File: config.mk
export PLATFORM = sky130hd
export DESIGN_NAME = dtree_serial_eval
export DESIGN_NICKNAME = d
export VERILOG_FILES = /design/src/rtl/dtree_serial_eval.sv
export SDC_FILE = /design/constraint.sdc
export NUM_CORES = 2
export LEC_CHECK = 0
export CAP_MARGIN = 25
export CORE_MARGIN = 5
export CORE_UTILIZATION = 45
export CTS_CLUSTER_SIZE = 40
export DETAILED_ROUTE_END_ITERATION = 10
export HOLD_SLACK_MARGIN = 0.06
export PLACE_DENSITY = 0.61
export SLEW_MARGIN = 10
export SYNTH_ARGS = -nofsm -noshare
export SYNTH_HDL_FRONTEND = slang
export SYNTH_SLANG_ARGS = --single-unit
File: constraint.sdc
create_clock -name clk -period 6.9 [get_ports clk]
set_input_delay 1.035 -clock clk [delete_from_list [all_inputs] [get_ports clk]]
set_output_delay 1.035 -clock clk [all_outputs]
set_load 0.005 [all_outputs]
File: src/rtl/dtree_serial_eval.sv
// Serial decision-tree evaluator: streams NFEAT features in, walks the node table
// one node per cycle from node 0, and holds the predicted class until consumed.
module dtree_serial_eval #(
  parameter int NFEAT    = 20,
  parameter int FW       = 8,
  parameter int AW       = 6,
  parameter int CW       = 2,
  parameter int MAXDEPTH = 16
) (
  input  logic                    clk,
  input  logic                    rst,
  input  logic                    in_valid,
  output logic                    in_ready,
  input  logic [FW-1:0]           in_feat,
  input  logic                    cfg_we,
  input  logic [AW-1:0]           cfg_addr,
  input  logic [1+5+FW+2*AW-1:0]  cfg_wdata,
  output logic                    out_valid,
  input  logic                    out_ready,
  output logic [CW-1:0]           out_class,
  output logic                    out_err,
  output logic                    busy
);

  localparam int WW  = 1 + 5 + FW + 2 * AW;
  localparam int FCW = (NFEAT > 1) ? $clog2(NFEAT) : 1;
  localparam int DW  = $clog2(MAXDEPTH + 1);

  typedef enum logic [1:0] {LOAD, EVAL, DONE} state_t;

  state_t          state_q, state_d;
  logic [FCW-1:0]  fcnt_q, fcnt_d;
  logic [AW-1:0]   ptr_q, ptr_d;
  logic [DW-1:0]   depth_q, depth_d;
  logic [CW-1:0]   class_q, class_d;
  logic            err_q, err_d;
  logic            feat_we;

  logic [FW-1:0]   feat_q [NFEAT];
  logic [WW-1:0]   node_table [2**AW];

  logic [WW-1:0]   node_w;
  logic            n_leaf;
  logic [4:0]      n_fidx;
  logic [FW-1:0]   n_thr;
  logic [AW-1:0]   n_left, n_right;
  logic [FW-1:0]   sel_feat;

  assign node_w  = node_table[ptr_q];
  assign n_leaf  = node_w[WW-1];
  assign n_fidx  = node_w[WW-2 -: 5];
  assign n_thr   = node_w[2*AW +: FW];
  assign n_left  = node_w[AW +: AW];
  assign n_right = node_w[0 +: AW];

  // Out-of-range feature indices fall through to a compare value of zero.
  always_comb begin
    sel_feat = '0;
    for (int i = 0; i < NFEAT; i++) begin
      if (n_fidx == 5'(i)) sel_feat = feat_q[i];
    end
  end

  assign busy      = !((state_q == LOAD) && (fcnt_q == '0));
  assign out_class = class_q;
  assign out_err   = err_q;

  always_comb begin
    state_d   = state_q;
    fcnt_d    = fcnt_q;
    ptr_d     = ptr_q;
    depth_d   = depth_q;
    class_d   = class_q;
    err_d     = err_q;
    in_ready  = 1'b0;
    out_valid = 1'b0;
    feat_we   = 1'b0;
    case (state_q)
      LOAD: begin
        in_ready = 1'b1;
        if (in_valid) begin
          feat_we = 1'b1;
          if (fcnt_q == FCW'(NFEAT - 1)) begin
            fcnt_d  = '0;
            ptr_d   = '0;
            depth_d = '0;
            state_d = EVAL;
          end else begin
            fcnt_d = fcnt_q + 1'b1;
          end
        end
      end
      EVAL: begin
        if (n_leaf) begin
          class_d = node_w[0 +: CW];
          err_d   = 1'b0;
          state_d = DONE;
        end else if (depth_q == DW'(MAXDEPTH - 1)) begin
          class_d = '0;
          err_d   = 1'b1;
          state_d = DONE;
        end else begin
          ptr_d   = (sel_feat <= n_thr) ? n_left : n_right;
          depth_d = depth_q + 1'b1;
        end
      end
      DONE: begin
        out_valid = 1'b1;
        if (out_ready) state_d = LOAD;
      end
      default: state_d = LOAD;
    endcase
  end

  always_ff @(posedge clk or posedge rst) begin
    if (rst) begin
      state_q <= LOAD;
      fcnt_q  <= '0;
      ptr_q   <= '0;
      depth_q <= '0;
      class_q <= '0;
      err_q   <= 1'b0;
    end else begin
      state_q <= state_d;
      fcnt_q  <= fcnt_d;
      ptr_q   <= ptr_d;
      depth_q <= depth_d;
      class_q <= class_d;
      err_q   <= err_d;
    end
  end

  // Storage is deliberately outside reset so a reset never loses the loaded tree.
  always_ff @(posedge clk) begin
    if (feat_we) feat_q[fcnt_q] <= in_feat;
    if (cfg_we && !busy) node_table[cfg_addr] <= cfg_wdata;
  end

endmodule

# Yosys cells after proc, flatten, opt, wreduce, memory -nomap -nowiden
# Memories as Yosys holds them, arrays and structs flattened.
# Index checks and enable logic that the tools add are counted.
[word_totals]
register_bits = 21
ramBits = 1824
output_inout_bits = 6
word_cells = 102
memories = 2
[op_classes]
addsub = 2
n_lt_le_gt_ge = 1
eq_ne = 29
mux = 50
n_reduce_logical = 12
[memory_table]
columns = ["memory", "depth", "word_bits", "read_ports", "rd_clocked_by_memory_dff", "write_ports", "line_no", "source"]
rows = [
  ["node_table", 64, 26, 1, 0, 1, "40", "logic [WW-1:0] node_table [2**AW];"],
  ["feat_q", 20, 8, 20, 0, 1, "39", "logic [FW-1:0] feat_q [NFEAT];"],
]
[op_table]
columns = ["cell", "count"]
rows = [
  ["8-bit 2-to-1 mux", 20],
  ["5-bit by 4-bit equality test with 1-bit output (second input constant)", 9],
  ["6-bit 2-to-1 mux", 5],
  ["5-bit equality test (second input constant)", 5],
  ["5-bit 2-to-1 mux", 5],
  ["5-bit by 3-bit equality test with 1-bit output (second input constant)", 4],
  ["2-bit 2-to-1 mux", 7],
  ["6-bit case mux with 2 select lines", 1],
  ["5-bit by 1-bit adder with 5-bit output (second input constant)", 2],
  ["5-bit by 2-bit equality test with 1-bit output (second input constant)", 2],
  ["5-bit zero test", 2],
  ["1-bit 2-to-1 mux", 10],
  ["5-bit case mux with 2 select lines", 1],
  ["8-bit less-or-equal comparator", 1],
  ["2-bit != test (second input constant)", 4],
  ["2-bit case mux with 3 select lines", 1],
  ["5-bit by 1-bit equality test with 1-bit output (second input constant)", 1],
  ["5-bit AND reduction", 1],
  ["2-bit AND reduction", 2],
  ["4-bit AND reduction", 1],
  ["2-bit nonzero test", 2],
  ["3-bit != test (second input constant)", 1],
  ["2-bit by 1-bit equality test with 1-bit output (second input constant)", 1],
  ["2-bit equality test (second input constant)", 1],
  ["4 further kinds", 5],
]

# Depth between registers and ports, before layout
# An unclocked memory read counts as a cell.
[depth]
ltp_word = 27
depth_mapped = 27
ltp_nobuf = 21

# Worst setup path after synthesis
# OpenSTA, ideal clock, no wires.
[synth_timing]
path_type = "register to register"
start = "register ptr_q[1]"
end = "register ptr_q[5]"
arrival_ns = 5.467
path_slack_ns = 1.294
stages_incl_launch_ff = 25
path_buffers = 9
period_less_slack_ns = 5.606
cell_sequence = "dfrtp_1 -> buf_4 -> buf_4 -> buf_6 -> buf_6 -> buf_2 -> buf_2 -> buf_4 -> clkbuf_1 -> buf_1 -> mux4_2 -> mux4_2 -> mux4_2 -> inv_1 -> ha_1 -> nor2b_1 -> o21a_1 -> o21ai_0 -> nand2b_1 -> a21oi_1 -> o21ai_0 -> o21ai_1 -> mux4_2 -> a21boi_1 -> mux2i_1"
[synth_between]
elab_chain_cells = 27
elab_cells_between_ends = 48
classes_between = "order compare (1); eq/ne (20); mux (24); reduce/logical (2); memory (1)"
[synth_rtl]
columns = ["item", "line_no", "source"]
rows = [
  ["start: declaration", "33", "logic [AW-1:0] ptr_q, ptr_d;"],
  ["start signal: assignment", "126", "ptr_q <= ptr_d;"],
  ["memory 64 x 26 bit *", "n/a", ""],
  ["5-bit zero test", "60", "if (n_fidx == 5'(i)) sel_feat = feat_q[i];"],
  ["8-bit 2-to-1 mux (20 in series)", "60", ""],
  ["8-bit less-or-equal comparator", "103", "ptr_d = (sel_feat <= n_thr) ? n_left : n_right;"],
  ["6-bit 2-to-1 mux", "103", ""],
  ["6-bit 2-to-1 mux", "98", "end else if (depth_q == DW'(MAXDEPTH - 1)) begin"],
  ["6-bit 2-to-1 mux", "94", "if (n_leaf) begin"],
  ["6-bit case mux with 2 select lines", "78", "case (state_q)"],
]
# Mark *: on every way between the ends. The rest lies on a longest branch, timed or not. The select of a mux whose other input is x is not followed.
# A chain may end at the register's enable or synchronous reset.

# Final worst setup path
[layout_timing]
start = "register ptr_q[2]"
end = "register ptr_q[5]"
# Same word-level chain as after synthesis.

==> metrics.md <==
| Metric | Value |
|---|---|
| Outcome | `completed` |
| Area occupied by multi-input gates | `15,840 um^2` |
| First-pass GRT wire length | `271.2 mm` |
| Port buffer count | `50` |
| Detailed placement HPWL | `115.2 mm` |
| Pleak | `24.98 nW` |
| Arr. time, crit path | `7.24 ns` |
| Grt total ovfl | `0` |
| Cell mode on critical path | `buf_4` |
| Max cap viols | `0` |
| Vias in the first global route | `35,610` |
| R2R depth | `25` |
| Ys async rst share | `1.138%` |
| Vias/cell | `6.159` |
| R2R Setup Slk | `0.34 ns` |
| #FFs+latches synth | `1,845` |
| Critical Path End | `ptr_q[5]$_DFFE_PP0P_` |
| Seq/Total Area, Yosys | `77.13%` |
| Top Ports | `51` |
| Crit path launch | `ptr_q[2]$_DFFE_PP0P_` |
| Synth Area in Adders | `0.2443%` |
| Worst flop-to-flop path startpoint | `ptr_q[2]$_DFFE_PP0P_` |
| Largest family of logic cells by synthesized area | `multiplexers` |
| RR Endpoint | `ptr_q[5]$_DFFE_PP0P_` |
| Post-Route WL | `192.9 mm` |
| Simple-gate share of the synthesized area | `2.293%` |
| CTS resizes | `0` |
| CP max stage delay | `0.86 ns` |
| Syn avg cell area | `22.52 um^2` |
| Complex-gate fraction of the synthesized area | `1.929%` |
| Pre-antenna DRT Iters | `5` |
| Relative slew slack | `30.24%` |
| Gpl congestion | `0.9317` |
| Overall die area | `167,400 um^2` |
| CTS Hold Bufs | `0` |
| Main flop type after synthesis | `edfxtp_1` |
| Antenna violations before repair | `13` |
| Worst Setup End Kind | `flip-flop` |
| Seq pwr share | `39.2%` |
| Sequential cell area | `55,320 um^2` |
| Layout cell share with drive strength beyond 1 | `29.33%` |
| Worst setup SP type | `flip-flop` |
| Netlist Area Pre-Place | `71,690 um^2` |
| WP data required | `7.58 ns` |
| Power Total | `32.32 mW` |
| Worst Tran Pin Value | `1.043 ns` |
| Cell Pwr Density | `395.5 nW/um^2` |
| Initial Util | `45.27%` |
| Fin nets | `3,474` |
| Routed length per instance | `34.17 um` |
| DRT iter0 DRCs | `4,335` |
| Die extent in y | `409.1 um` |
| FMAX | `0.1524 GHz` |
| Die X | `409.1 um` |
| Hold depth | `1` |
| YS warnings | `0` |
| FILL cells | `12,070` |
| DR DRC count | `0` |
| VDD IR-drop max | `0.4481 mV` |
| Final Skew | `0.03565 ns` |
| Sink Count | `1,845` |
| Via count | `34,760` |
| Largest net degree at the start of global routing | `121` |
| Syn Inst Count | `3,184` |
| H-tree depth | `4` |
| CTS tree | `done` |
| Final Cycle Share | `95.09%` |
| Comb power frac | `30.9%` |
| Worst Hold Class | `in2reg` |
| Routed Antenna Nets | `0` |
| Synth Area in XOR/XNOR | `0.04887%` |
| Row count | `146` |
| RSZ-0062 raised after global routing | `no` |
| Final hold viol count | `0` |
| Min Tclk post-route | `6.561 ns` |
| Overall routing resource usage | `22.95%` |
| Clock power frac | `29.9%` |
| Fin. max-slew vios | `0` |
| Layout area overhead | `14.01%` |
| Mux share of post-synthesis cell area | `16.90%` |
| Syn Nets | `3,243` |
| Switching share of total power | `31.14%` |
| Bufs on Longest Clock Path | `3` |
| Fin Hold WS | `0.5150 ns` |
| Core area | `158,400 um^2` |
| Synth unique cells | `82` |
| Clock root cell | `clkbuf_16` |
| Crit Path Category | `reg2reg` |
| Internal | `22.26 mW` |
| Cts bufs inserted | `184` |
| Final number of setup-violating endpoints | `0` |
| Setup Buffers After CTS | `0` |
| Skew-Pair Late Insertion Delay | `0.81 ns` |
| Clock transition at the registers of the reported paths | `0.06 ns` |
| Setup tns final | `0 ns` |
| Critical path peak fanout | `35` |
| EDFF count, synth | `1,824` |
| NetSw | `10.06 mW` |
| Slowest cell on crit path | `dfrtp_4` |
==> cells in the final DEF (no fill, tap or decap), types with 9 or more instances in the layout <==
cell	n
nor2_4	64
nand3b_1	9
inv_1	18
clkbuf_16	188
nor2b_1	9
nand2_1	94
clkbuf_1	43
bufinv_16	12
ha_1	14
a21oi_1	35
clkdlybuf4s50_1	24
o21ai_0	31
clkinv_2	33
edfxtp_1	1824
mux4_2	494
clkinv_1	43
nor3_1	18
buf_12	31
and3_1	10
buf_4	125
o22ai_1	9
dfrtp_1	15
mux2i_1	69
mux2_2	17
a22oi_1	21
a31oi_1	15
nand3_1	30
buf_2	25
nor2_1	64
==> worst max-delay path, delay by kind of cell, from the launching register on <==
kind,cells,cell delay (ns)
compound gates,8,1.43
fa+ha+maj,1,0.27
buf+inv,4,1.05
flops,1,0.86
mux,3,1.23
simple gates,9,1.55
==> state kept, by name, indices dropped and copies added (netlist names) <==
name	cells
node_table	1664
feat_q	160
state_q	2
fcnt_q	5
out_class	2
out_err	1
depth_q	5
ptr_q	6
==> how the worst min path moves through the flow <==
stage,from,slack (ns),to
3_3_place_gp,depth_q[4]$_DFFE_PP0P_,0.49,depth_q[4]$_DFFE_PP0P_
5_1_grt,cfg_wdata[13],0.50,node_table[20][13]$_DFFE_PP_
3_5_place_dp,depth_q[4]$_DFFE_PP0P_,0.52,depth_q[4]$_DFFE_PP0P_
6_report,cfg_wdata[13],0.51,node_table[20][13]$_DFFE_PP_
4_1_cts,depth_q[4]$_DFFE_PP0P_,0.54,depth_q[4]$_DFFE_PP0P_
2_1_floorplan,depth_q[4]$_DFFE_PP0P_,0.47,depth_q[4]$_DFFE_PP0P_
==> cells by family after synthesis <==
logic type | count (synthesis)
flops | 1845
mux | 584
simple gates | 354
compound gates | 196
buf+inv | 187
fa+ha+maj | 14
xor+xnor | 4
==> power by group through the flow <==
stage / Combinational (mW) / Clock [mW] / Sequential, mW
2_1_floorplan: 6.84 / 0 / 12.7
3_3_place_gp: 9.98 / 0 / 12.9
3_5_place_dp: 9.97 / 0 / 12.9
4_1_cts: 10.0 / 9.83 / 12.7
5_1_grt: 10.6 / 10.3 / 12.7
6_report: 9.99 / 9.66 / 12.7
==> per-stage QoR <==
step / area [um^2] / worst slack, ns / cells / util, %
finish: 81740 / 0.3389 / 5644 / 51.61
global route: 81730 / 0.1133 / 5642 / 51.61
CTS: 81250 / 0.3787 / 5614 / 51.30
detailed placement: 75440 / 0.3967 / 5277 / 47.63
global placement: 75360 / 0.2366 / 5271 / 47.58
floorplan: 71690 / 1.294 / 3184 / -
==> per-layer routing <==
metal | track usage [%] | vias up | share of wire (%)
li1 | - | 14000 | -
met5 | 0 | - | 0
met3 | 4.429 | 324 | 7.6
met4 | 7.737 | 0 | 3.5
met1 | 30.81 | 18860 | 39
met2 | 38.11 | 1584 | 50
==> layout make-up <==
class	count	area share, %
Sequential cell	1845	67.68
Multi-Input combinational cell	1152	19.38
Clock buffer	233	5.987
Tap cell	2072	3.172
Timing Repair Buffer	212	2.550
Clock inverter	104	1.124
Inverter	20	0.09338
Antenna cell	6	0.01837
==> Yosys cell counts (5+ instances only) <==
cell type | instances | area [um^2]
a211oi_1 | 7 | 52.55
a21oi_1 | 35 | 175.2
a221oi_1 | 7 | 61.31
a22o_1 | 5 | 43.79
a22oi_1 | 21 | 157.7
a31oi_1 | 15 | 93.84
a32oi_1 | 6 | 52.55
and2_1 | 6 | 37.54
and3_1 | 10 | 62.56
buf_1 | 14 | 52.55
buf_2 | 45 | 225.2
buf_4 | 20 | 150.1
buf_6 | 20 | 225.2
clkbuf_1 | 64 | 240.2
dfrtp_1 | 21 | 525.5
edfxtp_1 | 1824 | 54770
ha_1 | 14 | 175.2
inv_1 | 19 | 71.32
mux2_2 | 17 | 191.4
mux2i_1 | 69 | 690.7
mux4_2 | 494 | 11130
nand2_1 | 94 | 352.8
nand2b_1 | 8 | 50.05
nand3_1 | 30 | 150.1
nand3b_1 | 9 | 67.56
nand4_1 | 5 | 31.28
nor2_1 | 131 | 491.7
nor2b_1 | 9 | 56.30
nor3_1 | 18 | 90.09
o21ai_0 | 31 | 155.2
o21ai_1 | 7 | 35.03
o22ai_1 | 9 | 56.30
o31ai_1 | 5 | 37.54
or3_1 | 8 | 50.05
Note: power is estimated with default switching activity, not from simulation.
